[config.mk]
export PLATFORM = sky130hd
export DESIGN_NAME = note_duration_timer
export DESIGN_NICKNAME = d
export VERILOG_FILES = /design/src/rtl/note_duration_timer.sv
export SDC_FILE = /design/constraint.sdc
export NUM_CORES = 1
export LEC_CHECK = 0
export ABC_AREA = 1
export CAP_MARGIN = 20
export CORE_UTILIZATION = 30
export DETAILED_ROUTE_END_ITERATION = 6
export GPL_ROUTABILITY_DRIVEN = 0
export MAX_ROUTING_LAYER = met4
export PLACE_DENSITY_LB_ADDON = 0.08
export SYNTH_ARGS = -nofsm -noshare
export SYNTH_HDL_FRONTEND = slang
export SYNTH_SLANG_ARGS = --single-unit
[constraint.sdc]
create_clock -name clock -period 1.45 [get_ports clock]
set_input_delay 0.29 -clock clock [delete_from_list [all_inputs] [get_ports clock]]
set_output_delay 0.29 -clock clock [all_outputs]
set_load 0.03 [all_outputs]
[src/rtl/note_duration_timer.sv]
// Note duration timer: counts a loaded number of beat ticks and emits a one-cycle
// done pulse. It can be paused, aborted by a new load, and reset synchronously.
module note_duration_timer #(
  parameter int WIDTH = 6
) (
  input  logic             clock,
  input  logic             reset,
  input  logic             beat,
  input  logic             play_enable,
  input  logic             load_new_note,
  input  logic [WIDTH-1:0] duration,
  output logic             note_active,
  output logic             done_with_note,
  output logic [WIDTH-1:0] beats_remaining,
  output logic             paused
);

  typedef enum logic [1:0] {
    IDLE    = 2'd0,
    PLAYING = 2'd1,
    PAUSED  = 2'd2,
    DONE    = 2'd3
  } state_t;

  typedef struct packed {
    logic active;
    logic paused;
    logic done;
  } flags_t;

  state_t           state;
  flags_t           flags;
  logic [WIDTH-1:0] count;

  // Flag values that go with a state; they are loaded together with the state
  // so every output comes straight from a flop.
  function automatic flags_t flags_of(state_t s);
    flags_t f;
    f.active = (s == PLAYING) || (s == PAUSED);
    f.paused = (s == PAUSED);
    f.done   = (s == DONE);
    return f;
  endfunction

  // Where a load lands: a zero-length note completes at once.
  function automatic state_t load_target(logic [WIDTH-1:0] d, logic en);
    if (d == '0)
      return DONE;
    else if (en)
      return PLAYING;
    else
      return PAUSED;
  endfunction

  // NOTE: every state flop uses <= so all of them update from the same pre-edge values.
  always_ff @(posedge clock) begin
    if (reset) begin
      state <= IDLE;
      flags <= '0;
      count <= '0;
    end else if (load_new_note) begin
      // A load wins over a coincident beat and aborts any note in progress.
      state <= load_target(duration, play_enable);
      flags <= flags_of(load_target(duration, play_enable));
      count <= duration;
    end else begin
      unique case (state)
        IDLE: begin
          state <= IDLE;
        end
        PLAYING: begin
          if (!play_enable) begin
            state <= PAUSED;
            flags <= flags_of(PAUSED);
          end else if (beat && count != '0) begin
            count <= count - 1'b1;
            if (count == WIDTH'(1)) begin
              state <= DONE;
              flags <= flags_of(DONE);
            end
          end
        end
        PAUSED: begin
          if (play_enable) begin
            state <= PLAYING;
            flags <= flags_of(PLAYING);
          end
        end
        DONE: begin
          state <= IDLE;
          flags <= flags_of(IDLE);
        end
        default: begin
          state <= IDLE;
          flags <= '0;
        end
      endcase
    end
  end

  assign note_active     = flags.active;
  assign paused          = flags.paused;
  assign done_with_note  = flags.done;
  assign beats_remaining = count;

endmodule

==> results.yml <==
critical_path:
  start_kind: "input pin"
  critical_path_buf_inv_count: 5
  endpoint: "paused$_SDFFE_PP0P_"
  crit_family: "buffers and inverters"
  path_depth: 12
  worstPathCellList: "dlygate4sd2_1 -> nor2_1 -> nand3_2 -> buf_4 -> buf_4 -> buf_4 -> nand3_1 -> nand2_1 -> inv_1 -> nand3_1 -> nand2_1 -> nor2_1"
  critPathMaxStageDelay_ns: 0.24
  cp.required_ns: 1.62
  path_common_cell: "buf_4"
  critical_path.reg2reg.startpoint: "beats_remaining[0]$_SDFFE_PP0P_"
  path_max_fanout: 3
  r2r_slack_ns: 0.12
  cp-startpoint: "duration[1]"
  crit_path_end_kind: "flip-flop"
  arrival_ns: 1.57
  reg2regPathDepth: 7
  crit_type: "in -> reg"
  reg2reg_to: "beats_remaining[3]$_SDFFE_PP0P_"
  cpMaxStageDelayCell: "dlygate4sd2_1"
clocking:
  clockBufferDepth: 2
  clkLatencyLatePin_ns: 0.27
  cts_sinks: 11
  hold_buffers: 0
  cts_tree: "built"
  root_buffer: "clkbuf_4"
  clkTransAtPathRegs_ns: 0.08
  cts_inserted_buffers: 3
  cts-htree-levels: 1
grt:
  first_global_vias: 852
  grt_max_degree: 11
  grtUsageTotal_pct: 18.41
  grt-ovfl-total: 0
  antenna_found_initial: 0
  grt_first_pass_wirelength_mm: 3.698
final_layout:
  n_fill_cell: 274
  diodes: 0
  final_cells: 191
  layout-drive-gt1-share_pct: 30.43
  final_common_cell: "buf_4"
  most-common-layout-cells: "22 x buf_4, 20 x nand2_1, 18 x nor2_1, 15 x dlygate4sd2_1, 11 x nand3_1"
  stdcell_area_sq_um: 1200
  areaGrowthSynthToFinish_pct: 51.74
  final_nets: 177
place:
  place_area_sq_um: 1126
  dp_hpwl_mm: 1.658
  port-buffer-count: 19
  dp_cells: 181
  place_ws_ns: -0.3635
power:
  powerDensity_nw_per_um2: 769.5
  swShare_pct: 36.82
  p_leak_nw: 0.5947
  switching_power_mw: 0.3400
  intPower_mw: 0.5833
  p_comb_share_pct: 37.4
  ir_drop_mv: 0.4298
  p_clk_share_pct: 24.3
  seqPwrFrac_pct: 38.3
  power_mw: 0.9233
detailed_routing:
  drtIter0Drc: 18
  route.detailed.drc: 0
  drt_pass1_iterations: 5
  drt-total-wl_mm: 2.147
  final_antenna_net_count: 0
  viasPerCell: 4.702
  wl_per_cell_um: 11.24
  vias: 898
synth:
  yosys.area_share.simple_pct: 43.35
  synthesis.area_sq_um: 790.8
  yosys_warnings: 0
  synthAdderAreaFrac_pct: 6.329
  ys_ff_latch: 11
  synth_compound_area_share_pct: 14.40
  synth_area_per_cell_sq_um: 6.701
  seq_area_frac_synth_pct: 27.85
  synthCells: 118
  synth_top_family_by_area: "simple AND/OR/NAND/NOR gates"
  synthMuxAreaShare_pct: 0
  synth_fp_nets: 133
  synth_xor_area_share_pct: 2.215
  ys_types: 26
floorplan:
  start_util_pct: 31.92
  die_h_um: 53.34
  std_cell_rows: 18
  dieArea_sq_um: 2845
  die-width_um: 53.34
  io_pins: 20
  core_area_sq_um: 2477
min_path:
  min_path_type: "in -> reg"
  min-delay-start: "duration[0]"
job:
  drv_cap: 0
sta:
  max-slew-margin-rel_pct: 79.50
  setup_viol: 0
  fin_setup_tns_ns: 0
  fin_crit_ns: 1.391
  drv_slew: 0
  report.final.hold_viol_count: 0
  max_freq_ghz: 0.7191
  worst_slack_ns: 0.05930
  worst_pin_slew_ns: 0.3051
  layout_worst_path_cycle_share_pct: 95.91
  finClkSkew_ns: 0.001519
status:
  status: "complete, no violations"
-- cells by family (layout without fill, tap and decap cells) --
group	after synthesis	after routing
simple gates	69	69
compound gates	20	20
buf+inv	12	55
flops	11	11
fa+ha+maj	4	4
xor+xnor	2	2
-- state kept, by name, indices dropped and copies added (netlist names) --
name / flops
beats_remaining: 6
done_with_note: 1
note_active: 1
paused: 1
state: 2
-- routing by layer --
| layer | share of wire (%) | GRT usage (%) |
|---|---|---|
| met1 | 48 | 24.07 |
| met2 | 46 | 27.92 |
| met3 | 5.5 | 4.023 |
| met4 | 0.61 | 5.702 |
| met5 | 0 | - |
-- through the flow --
stage,util [%],hold slack [ns]
2_1_floorplan,-,0.3591
3_5_place_dp,45.45,0.4791
3_3_place_gp,45.45,0.4660
6_report,48.43,0.4590
5_1_grt,48.43,0.4995
4_1_cts,47.58,0.4681
-- final cells by class --
type / instances / area (sq um) / share of cell area (%)
Tap cell: 30 / 37.54 / 3.128
Clock buffer: 4 / 26.28 / 2.190
Timing Repair Buffer: 40 / 329.1 / 27.42
Sequential cell: 11 / 222.7 / 18.56
Multi-Input combinational cell: 95 / 543.0 / 45.26
Inverter: 11 / 41.29 / 3.441
-- worst reg2reg max path: cells and delay by family, from the launching register on --
| kind | cells | cell delay [ns] |
|---|---|---|
| flops | 1 | 0.37 |
| simple gates | 5 | 0.58 |
| fa+ha+maj | 1 | 0.20 |
| buf+inv | 1 | 0.06 |
-- power by group through the flow --
stage | logic (mW) | clock network [mW] | registers, mW
5_1_grt | 0.385 | 0.244 | 0.359
3_5_place_dp | 0.352 | 0 | 0.361
3_3_place_gp | 0.351 | 0 | 0.360
2_1_floorplan | 0.161 | 0 | 0.406
4_1_cts | 0.339 | 0.234 | 0.354
6_report | 0.346 | 0.224 | 0.354
-- worst min-delay path by stage --
stage / end / slack (ns) / cells past startpoint
6_report: beats_remaining[0]$_SDFFE_PP0P_ / 0.46 / 3
2_1_floorplan: beats_remaining[2]$_SDFFE_PP0P_ / 0.36 / 1
3_3_place_gp: done_with_note$_SDFFE_PP0P_ / 0.47 / 2
5_1_grt: beats_remaining[0]$_SDFFE_PP0P_ / 0.50 / 3
3_5_place_dp: paused$_SDFFE_PP0P_ / 0.48 / 2
4_1_cts: beats_remaining[0]$_SDFFE_PP0P_ / 0.47 / 3
-- repair_timing --
item,4_1_cts,5_1_grt
resized for setup,15,7
cloned,0,0
buffers inserted,6,0
pin swaps,6,1
setup endpoints to repair,9,7
-- Yosys cell counts --
library cell | count | area (sq um)
nand2_1 | 21 | 78.83
nor2_1 | 19 | 71.32
nand3_1 | 12 | 60.06
dfxtp_1 | 11 | 220.2
a21oi_1 | 8 | 40.04
inv_1 | 8 | 30.03
nand2_2 | 5 | 31.28
o21ai_0 | 5 | 25.02
ha_1 | 4 | 50.05
inv_2 | 3 | 11.26
nor2_2 | 3 | 18.77
a21boi_0 | 2 | 15.01
nand3_2 | 2 | 20.02
nor3_1 | 2 | 10.01
o21ai_1 | 2 | 10.01
a21oi_2 | 1 | 8.760
a22oi_1 | 1 | 7.510
and2_1 | 1 | 6.260
buf_2 | 1 | 5.000
nand4_1 | 1 | 6.260
nor2_4 | 1 | 11.26
nor3_4 | 1 | 16.27
nor3b_2 | 1 | 12.51
o21bai_1 | 1 | 7.510
xnor2_1 | 1 | 8.760
xor2_1 | 1 | 8.760
Note: power is estimated with default switching activity, not from simulation.
